File: src/rtl/rcon_gen.sv
// AES round-constant generator: produces Rcon[1..N] by GF(2^8) doubling (forward)
// or halving (reverse), stepped one constant per next pulse.
module rcon_gen #(
   parameter int OUT_W = 32
) (
   input  logic             clk,
   input  logic             rst_n,
   input  logic             start,
   input  logic [1:0]       mode,
   input  logic             dir,
   input  logic             next,
   output logic [OUT_W-1:0] dout,
   output logic             valid,
   output logic [3:0]       idx,
   output logic             last,
   output logic             busy
);

   localparam logic [0:0] IDLE   = 1'b0;
   localparam logic [0:0] ACTIVE = 1'b1;

   logic [0:0]       state_q, state_d;
   logic [7:0]       rc_q, rc_d;
   logic [3:0]       idx_q, idx_d;
   logic             last_q, last_d;
   logic [1:0]       mode_q, mode_d;
   logic             dir_q, dir_d;
   logic             valid_q, valid_d;
   logic [OUT_W-1:0] dout_q, dout_d;

   // Number of round constants consumed by each key size; 11 falls back to AES-128.
   function automatic logic [3:0] seq_len(input logic [1:0] m);
      case (m)
         2'b01:   seq_len = 4'd8;
         2'b10:   seq_len = 4'd7;
         default: seq_len = 4'd10;
      endcase
   endfunction

   function automatic logic [7:0] rc_final(input logic [1:0] m);
      case (m)
         2'b01:   rc_final = 8'h80;
         2'b10:   rc_final = 8'h40;
         default: rc_final = 8'h36;
      endcase
   endfunction

   function automatic logic [7:0] xtime(input logic [7:0] b);
      xtime = {b[6:0], 1'b0} ^ (b[7] ? 8'h1B : 8'h00);
   endfunction

   // Inverse of xtime: undo the reduction before shifting right.
   function automatic logic [7:0] inv_xtime(input logic [7:0] b);
      logic [7:0] t;
      t = b ^ 8'h1B;
      inv_xtime = b[0] ? {1'b1, t[7:1]} : {1'b0, b[7:1]};
   endfunction

   always_comb begin
      state_d = state_q;
      rc_d    = rc_q;
      idx_d   = idx_q;
      mode_d  = mode_q;
      dir_d   = dir_q;
      valid_d = valid_q;
      last_d  = last_q;

      if (start) begin
         state_d = ACTIVE;
         valid_d = 1'b1;
         mode_d  = mode;
         dir_d   = dir;
         if (dir) begin
            rc_d  = rc_final(mode);
            idx_d = seq_len(mode);
         end else begin
            rc_d  = 8'h01;
            idx_d = 4'd1;
         end
         last_d = dir_d ? (idx_d == 4'd1) : (idx_d == seq_len(mode_d));
      end else if (state_q == ACTIVE && next) begin
         if (last_q) begin
            state_d = IDLE;
            valid_d = 1'b0;
            last_d  = 1'b0;
         end else begin
            if (dir_q) begin
               rc_d  = inv_xtime(rc_q);
               idx_d = idx_q - 4'd1;
            end else begin
               rc_d  = xtime(rc_q);
               idx_d = idx_q + 4'd1;
            end
            last_d = dir_q ? (idx_d == 4'd1) : (idx_d == seq_len(mode_q));
         end
      end
   end

   always_comb begin
      dout_d = '0;
      dout_d[OUT_W-1 -: 8] = rc_d;
   end

   always_ff @(posedge clk or negedge rst_n) begin
      if (!rst_n) begin
         state_q <= IDLE;
         rc_q    <= 8'h00;
         idx_q   <= 4'd0;
         last_q  <= 1'b0;
         mode_q  <= 2'b00;
         dir_q   <= 1'b0;
         valid_q <= 1'b0;
         dout_q  <= '0;
      end else begin
         state_q <= state_d;
         rc_q    <= rc_d;
         idx_q   <= idx_d;
         last_q  <= last_d;
         mode_q  <= mode_d;
         dir_q   <= dir_d;
         valid_q <= valid_d;
         dout_q  <= dout_d;
      end
   end

   assign dout  = dout_q;
   assign valid = valid_q;
   assign busy  = valid_q;
   assign idx   = idx_q;
   assign last  = last_q;

endmodule
File: config.mk
export PLATFORM = sky130hd
export DESIGN_NAME = rcon_gen
export DESIGN_NICKNAME = d
export VERILOG_FILES = /design/src/rtl/rcon_gen.sv
export SDC_FILE = /design/constraint.sdc
export NUM_CORES = 1
export LEC_CHECK = 0
export BUFFER_PORTS_ARGS = -buffer_cell sky130_fd_sc_hd__buf_2
export CAP_MARGIN = 20
export CORE_MARGIN = 2
export CORE_UTILIZATION = 45
export CTS_BUF_LIST = sky130_fd_sc_hd__clkbuf_16
export DETAILED_ROUTE_END_ITERATION = 8
export PLACE_DENSITY = 0.8
export SKIP_CTS_REPAIR_TIMING = 1
export SLEW_MARGIN = 20
export SYNTH_ARGS = -nofsm -noshare
export SYNTH_HDL_FRONTEND = slang
export SYNTH_SLANG_ARGS = --single-unit
File: constraint.sdc
create_clock -name clk -period 4.55 [get_ports clk]
set_clock_uncertainty 0.05 [all_clocks]
set_input_delay 0.455 -clock clk [delete_from_list [all_inputs] [get_ports clk]]
set_output_delay 0.455 -clock clk [all_outputs]
set_load 0.02 [all_outputs]
==> results of run 1 <==
## flip-flops by register name (all words and copies together), names as in the netlist
name and flops:
dout 8, idx 4, dir_q 1, last 1, busy 1, mode_q 2
## worst max-delay path by stage
stage	cells past startpoint	slack, ps	endpoint
2_1_floorplan	7	2770	last$_DFFE_PN0P_
6_report	7	2310	last$_DFFE_PN0P_
3_5_place_dp	7	2360	last$_DFFE_PN0P_
3_3_place_gp	7	2450	last$_DFFE_PN0P_
4_1_cts	7	2320	last$_DFFE_PN0P_
5_1_grt	7	2180	last$_DFFE_PN0P_
## layout make-up
type	instances	area [um2]	area share [%]
multi-input combinational	121	758	52.9
sequential	17	425	29.7
timing repair buffer	21	105	7.34
clock buffer	3	75.1	5.24
tap	31	38.8	2.71
inverter	7	26.3	1.83
clock inverter	1	3.75	0.262
## power by group
group	switching [mW]	internal [mW]
sequential	0.0349	0.172
clock	0.0575	0.117
combinational	0.123	0.0825
total	0.215	0.372
## routing by layer
layer | track usage (%) | up-vias
met5 | 0 | -
li1 | - | 505
met2 | 21.1 | 29
met3 | 3.96 | 4
met1 | 20.6 | 464
met4 | 4.87 | 0
## stage by stage
| step | worst slack, ps | hold WS (ps) |
|---|---|---|
| after floorplan | 2770 | 109 |
| after global placement | 2450 | 346 |
| after detailed placement | 2360 | 350 |
| after CTS | 2320 | 87.9 |
| after global routing | 2180 | 111 |
| final | 2310 | 71.3 |
## placed cells by master, fill, tap and decap left out, types with 2 or more instances in the layout
master / n
mux2_2: 2
a21o_1: 2
buf_2: 21
a31oi_1: 3
ha_1: 6
a211oi_1: 3
mux2i_1: 3
xnor2_1: 9
xor2_1: 2
nor2_1: 13
nand2_1: 9
o21a_1: 3
clkbuf_16: 3
a21oi_1: 12
o21ai_0: 9
inv_1: 8
conb_1: 24
dfrtp_1: 17
nand3_1: 6
## kinds of logic (layout without fill, tap and decap cells)
| kind of cell | count (synthesis) | count (layout) |
|---|---|---|
| buf+inv | 40 | 32 |
| mux | 5 | 5 |
| xor+xnor | 11 | 11 |
| other cells | 1 | 24 |
| simple gates | 38 | 38 |
| fa+ha+maj | 7 | 7 |
| flops | 17 | 17 |
| compound gates | 36 | 36 |
## critical path: stages, from the launching register on
cell and delay, ps:
dfrtp_1 800, inv_1 220, fa_1 420, xor2_1 230, xnor2_1 110, nor3_2 110
nand3_1 90, o21ai_1 130
==> results.yml, run 1 <==
placed_design:
  place_area_um2: 1350
  port-buffer-count: 21
  dp_hpwl_um: 1760
  gp_congestion: 0.808
  placed_cells: 197
global_route:
  gr-total-overflow: 0
  antenna_found_initial: 0
  track_usage_pct: 14.5
  grt_max_degree: 27
  grt_pass1_wl_um: 3770
  grt_pass1_vias: 805
final_layout:
  stdcell_count: 201
  fin_util_pct: 51.1
  nets: 185
  fillCellCount: 277
  syn2layout_area_growth_pct: 5.63
  antenna_cells: 0
  fin_area_um2: 1430
  drive_above_1_share_pct: 17.1
floorplanning:
  start_util_pct: 48.3
  fp.dieH_um: 58.9
  core_area_um2: 2810
  die_area_um2: 3470
  fp.dieW_um: 58.9
  io_pins: 46
  rows: 19
setup_path:
  cp-end-kind: "register"
  r2r_start: "dir_q$_DFFE_PN0P_"
  r2r_cells: 7
  start_kind: "register"
  path_max_fanout: 21
  crit_arrival_ps: 2370
  cp.required_ps: 4670
  rr_endpoint: "last$_DFFE_PN0P_"
  startpoint: "dir_q$_DFFE_PN0P_"
  reg2reg_setup_slack_ps: 2310
  critPathKind: "reg2reg"
synthesis:
  synth_top_area_share_pct: 31.4
  synth_simple_gate_area_share_pct: 15.7
  synth_seq_area_share_pct: 31.4
  ys_ff_latch: 17
  syn_area_per_cell_um2: 8.75
  synth_top_family_by_area: "buffers and inverters"
  yosysWarnings: 0
  async_flop_share_pct: 100
  synthTopCellsByArea: "dfrtp_1 31%, buf_4 14%, xnor2_1 5.8%"
  synth_fa_ha_area_share_pct: 7.01
  synth-xor-area-share_pct: 7.10
  ys.flop_type: "dfrtp_1"
  ys_types: 37
  syn_inst: 155
  synth_edf_count: 0
  synthTopCellsByCount: "25 x buf_4, 17 x dfrtp_1, 13 x nor2_1"
  syn_area_um2: 1360
  synth_compound_area_share_pct: 15.6
  synthMuxAreaShare_pct: 3.87
  synth_top_area_cell: "dfrtp_1"
  yosysMostFrequentCell: "buf_4"
sta:
  setup_viol: 0
  fin_crit_sh_pct: 49.3
  rsz0062_at_grt: "false"
  max_freq_mhz: 446
  drv_slew: 0
  hold_viol: 0
  tightest_slew_ps: 715
  slew_headroom_pct: 52.4
  fin_crit_ps: 2240
  fin_tns_setup_ps: 0
power:
  total_power_uw: 587
  powerDensity_nw_per_um2: 410
  leakage_nw: 0.702
  ir_drop_mv: 0.237
clocking:
  clock_latency_ps: 250
  cts_buffers: 3
  path_clk_slew_ps: 50
  cts_htree_levels: 1
  numClockSinks: 17
  cts_tree: "built"
  cts_buffer_depth: 2
  root_buffer: "clkbuf_16"
route:
  vias_per_cell: 4.99
  wl_met3_um: 131
  dr.max_layer_used: "met4"
  final_antenna_net_count: 0
  wl_per_cell_um: 12.2
  vias: 1002
  wl_um: 2440
  dr.pass1.iters: 6
  met2_length_um: 1110
  wl_met1_um: 1180
  drt_drc_violations_left: 4
  drt_iter0_markers: 27
run_status:
  outcome: "finished, violations left"
  violations: "DRC"
job:
  drv_cap: 0
min_path:
  hp-class: "in2async"
(Power assumes the default switching activity.)
==> run 2: changes to the inputs <==
==> constraint.sdc (replaced) <==
create_clock -name clk -period 2.1 [get_ports clk]
set_clock_uncertainty 0.05 [all_clocks]
set_input_delay 0.21 -clock clk [delete_from_list [all_inputs] [get_ports clk]]
set_output_delay 0.21 -clock clk [all_outputs]
set_load 0.02 [all_outputs]
==> run 2 against run 1 <==
The flow still finishes with violations (DRC). Power up 120%. Worst setup slack got worse by 2000 ps. Die area unchanged. Global-route usage rose by 0.19 points. Final area grew 1.3%. Sequential power rose by 110%. Maximum frequency rose by 23%. Via count shrank 1.4%. Sequential share of layout area is 0.38 points lower. Count of clock-buffer cells in the layout stayed put. Clock power rose by 120%. Largest power group is now combinational logic.
==> results.yml, run 2 (same netlist as run 1, synthesis figures left out) <==
run_status:
  outcome: "finished, violations left"
  violations: "DRC"
global_route:
  track_usage_pct: 14.6
  grt_pass1_vias: 821
  grt_pass1_wl_um: 3870
  antenna_found_initial: 0
  grt_max_degree: 27
  gr-total-overflow: 0
route:
  vias: 988
  drt_iter0_markers: 21
  wl_um: 2290
  final_antenna_net_count: 0
  vias_per_cell: 4.87
  wl_per_cell_um: 11.3
  drt_drc_violations_left: 4
  dr.pass1.iters: 6
clocking:
  cts_buffer_depth: 2
  numClockSinks: 17
  root_buffer: "clkbuf_16"
  path_clk_slew_ps: 50
  cts_buffers: 3
  clock_latency_ps: 250
  cts_tree: "built"
  cts_htree_levels: 1
final_layout:
  final_cell_mix: "24 x conb_1, 21 x buf_2, 17 x dfrtp_1, 13 x nor2_1, 12 x a21oi_1"
  fin_util_pct: 51.7
  largest_reg_flops: 8
  final-seq-area_um2: 425
  fin_area_um2: 1450
  antenna_cells: 0
  drive_above_1_share_pct: 18.0
  syn2layout_area_growth_pct: 7.01
  stdcell_count: 203
  nets: 187
  multi_input_area_um2: 758
  layout_commonest_cell: "conb_1"
  fillCellCount: 271
placed_design:
  gp_congestion: 0.834
  place_area_um2: 1360
  placed_cells: 198
  dp_hpwl_um: 1740
  port-buffer-count: 21
power:
  leakage_nw: 0.709
  ir_drop_mv: 0.612
  powerDensity_nw_per_um2: 881
sta:
  rsz0062_at_grt: "false"
  setup_viol: 0
  fin_crit_ps: 1820
  fin_crit_sh_pct: 86.6
  hold_viol: 0
  drv_slew: 0
  fin_tns_setup_ps: 0
  max_freq_mhz: 550
setup_path:
  cp.required_ps: 2230
  crit_arrival_ps: 1950
  critPathKind: "reg2reg"
  r2r_start: "dir_q$_DFFE_PN0P_"
  path_cells: "inv_1, fa_1, xor2_1, xnor2_1, nor3_2, nand3_1, o21ai_1"
  rr_endpoint: "last$_DFFE_PN0P_"
  cp-end-kind: "register"
  r2r_cells: 7
  start_kind: "register"
  startpoint: "dir_q$_DFFE_PN0P_"
  crit_buf_inv: 1
  max_stage_delay_ps: 500
  crit_slowest_cell: "dfrtp_1"
  path_max_fanout: 8
  path_delay_family: "flip-flops"
  reg2reg_setup_slack_ps: 280
floorplanning:
  core_area_um2: 2810
  io_pins: 46
  fp.dieH_um: 58.9
  fp.dieW_um: 58.9
  start_util_pct: 48.3
  die_area_um2: 3470
  rows: 19
min_path:
  worstHoldEndpoint: "mode_q[0]$_DFFE_PN0P_"
  hold_start: "mode[0]"
  hold_depth: 2
  hp-class: "in2reg"
job:
  drv_cap: 0
==> run 2: changes by cell type in the layout (fill, tap and decap cells not counted), sizes merged <==
cell         delta
clkinv          +1
dlygate4sd3     +1
buf             +1
inv             -1
==> run 2: area by class of cell <==
class                      instances  share of cell area, %
clock buffer                       3                   5.17
sequential                        17                   29.3
clock inverter                     1                  0.345
multi-input combinational        121                   52.2
tap                               31                   2.67
timing repair buffer              23                   8.45
inverter                           7                   1.81
==> run 2: metrics by stage <==
stage | hold WS (ps) | power, mW | setup slack (ps)
2_1_floorplan | -136 | 0.834 | 319
3_3_place_gp | 101 | 0.895 | 349
3_5_place_dp | 103 | 0.898 | 298
4_1_cts | -164 | 1.29 | 282
5_1_grt | 198 | 1.37 | 151
6_report | 198 | 1.28 | 282
==> run 2: worst max-delay path by stage <==
stage / endpoint / slack, ps / cells past startpoint
2_1_floorplan: last$_DFFE_PN0P_ / 320 / 7
3_3_place_gp: last$_DFFE_PN0P_ / 350 / 7
5_1_grt: last$_DFFE_PN0P_ / 150 / 7
3_5_place_dp: last$_DFFE_PN0P_ / 300 / 7
6_report: last$_DFFE_PN0P_ / 280 / 7
4_1_cts: last$_DFFE_PN0P_ / 280 / 7
==> run 2: worst register-to-register path, cell delays in order, from the launching register on <==
cell	delay, ps
dfrtp_1	500
inv_1	140
fa_1	390
xor2_1	240
xnor2_1	110
nor3_2	100
nand3_1	90
o21ai_1	120
==> run 2: report_power, final <==
| part | switching, mW | total, mW | internal (mW) |
|---|---|---|---|
| combinational | 0.273 | 0.454 | 0.182 |
| clock | 0.127 | 0.382 | 0.255 |
| sequential | 0.0678 | 0.442 | 0.374 |
| total | 0.467 | 1.28 | 0.811 |
==> run 2: per-layer routing <==
metal	vias to the layer above	GRT usage, %	part of all wire (%)	wire length [um]
li1	514	-	-	-
met2	33	20.5	44	1000
met5	-	0	0	0
met1	438	22.2	49	1110
met4	0	2.92	1.0	23
met3	3	4.62	6.6	150
==> run 3: changes to the inputs <==
--- a/config.mk
+++ b/config.mk
@@ -8,10 +8,10 @@
 export BUFFER_PORTS_ARGS = -buffer_cell sky130_fd_sc_hd__buf_2
 export CAP_MARGIN = 20
 export CORE_MARGIN = 2
-export CORE_UTILIZATION = 45
+export CORE_UTILIZATION = 40
 export CTS_BUF_LIST = sky130_fd_sc_hd__clkbuf_16
 export DETAILED_ROUTE_END_ITERATION = 8
-export PLACE_DENSITY = 0.8
+export PLACE_DENSITY = 0.73
 export SKIP_CTS_REPAIR_TIMING = 1
 export SLEW_MARGIN = 20
 export SYNTH_ARGS = -nofsm -noshare
==> run 3 against run 2 <==
The flow now finishes without violations. Count of clock-buffer cells in the layout unchanged. Worst setup slack improved by 7.0 ps. Utilization down 7.0 points. Largest power group unchanged. Highest routed layer unchanged.
==> results.yml, run 3 (same netlist as run 1, synthesis figures left out) <==
global_route:
  grt_max_degree: 27
  antenna_found_initial: 0
  gr-total-overflow: 0
  grt_pass1_vias: 856
  grt_pass1_wl_um: 4200
  track_usage_pct: 13.5
final_layout:
  multi_input_area_um2: 758
  nets: 187
  fillCellCount: 334
  syn2layout_area_growth_pct: 8.30
  layout_commonest_cell: "conb_1"
  final_cell_mix: "24 x conb_1, 21 x buf_2, 17 x dfrtp_1, 13 x nor2_1, 12 x a21oi_1"
  antenna_cells: 0
  drive_above_1_share_pct: 17.4
  final-seq-area_um2: 425
  largest_reg_flops: 8
setup_path:
  start_kind: "register"
  critPathKind: "reg2reg"
  path_cells: "inv_1, fa_1, xor2_1, xnor2_1, nor3_2, nand3_1, o21ai_1"
  path_max_fanout: 8
  max_stage_delay_ps: 520
  cp.required_ps: 2220
  crit_arrival_ps: 1930
  cp-end-kind: "register"
  crit_slowest_cell: "dfrtp_1"
placed_design:
  port-buffer-count: 21
  dp_hpwl_um: 1800
  gp_congestion: 0.838
route:
  final_antenna_net_count: 0
  wl_um: 2470
  vias_per_cell: 4.50
  vias: 981
  dr.pass1.iters: 4
  drt_drc_violations_left: 0
  wl_per_cell_um: 11.3
  drt_iter0_markers: 16
run_status:
  outcome: "complete, no violations"
clocking:
  cts_buffers: 3
  root_buffer: "clkbuf_16"
  cts_tree: "built"
  path_clk_slew_ps: 50
  cts_buffer_depth: 2
  cts_htree_levels: 1
  clock_latency_ps: 250
  numClockSinks: 17
job:
  drv_cap: 0
floorplanning:
  start_util_pct: 41.3
  rows: 21
  die_area_um2: 3870
  fp.dieH_um: 62.2
  fp.dieW_um: 62.2
  io_pins: 46
  core_area_um2: 3280
sta:
  max_freq_mhz: 552
  setup_viol: 0
  hold_viol: 0
  hold_ws_ps: 202
  fin_crit_ps: 1810
  drv_slew: 0
  rsz0062_at_grt: "false"
  fin_tns_setup_ps: 0
  fin_crit_sh_pct: 86.3
min_path:
  hp-class: "in2reg"
power:
  ir_drop_mv: 0.248
  powerDensity_nw_per_um2: 868
  leakage_nw: 0.711
## run 3: path summary, 6_finish.rpt
path                              startpoint                    end  slack, ps  cells after the start
min in group asynchronous              rst_n   dout[25]$_DFFE_PN0P_        370                      2
max reg2reg                dir_q$_DFFE_PN0P_       last$_DFFE_PN0P_        290                      7
min reg2reg                 last$_DFFE_PN0P_       last$_DFFE_PN0P_        530                      2
min                                  mode[0]  mode_q[0]$_DFFE_PN0P_        200                      2
max in group asynchronous              rst_n  mode_q[1]$_DFFE_PN0P_       1350                      2
max                        dir_q$_DFFE_PN0P_       last$_DFFE_PN0P_        290                      7
## run 3: layer usage
layer	global-route usage, %	share of wire [%]	vias up	routed length, um
li1	-	-	510	-
met1	20.3	51	437	1260
met2	18.9	43	30	1070
met3	2.36	3.9	4	96
met4	5.83	1.7	0	42
met5	0	0	-	0
## run 3: worst max-delay path, delay by kind of cell (launching register included)
family	cells	cell delay, ps
AOI/OAI and AO/OA	1	120
adders and majority gates	1	390
DFF	1	520
xor gates and xnor gates	2	310
and+or+nand+nor	2	190
buffers and inverters	1	150
## run 3: area by class of cell
cell class | count | area share (%)
multi-input combinational | 121 | 51.6
tap | 46 | 3.92
clock buffer | 3 | 5.11
timing repair buffer | 23 | 8.35
clock inverter | 1 | 0.256
inverter | 7 | 1.79
sequential | 17 | 29.0
## run 3: metrics by stage
stage	utilization, %	power (mW)	std cells	worst slack, ps	instance area (um2)
4_1_cts	44.4	1.29	217	294	1460
6_report	44.7	1.27	218	289	1470
3_3_place_gp	42.0	0.896	213	356	1380
3_5_place_dp	42.0	0.903	213	309	1380
2_1_floorplan	-	0.834	178	319	1440
5_1_grt	44.7	1.37	218	156	1470
## run 3: power breakdown
part	total [mW]	leakage [nW]	internal, mW	switching (mW)
logic	0.454	0.461	0.182	0.272
registers	0.443	0.208	0.374	0.0696
clock network	0.377	0.0423	0.253	0.124
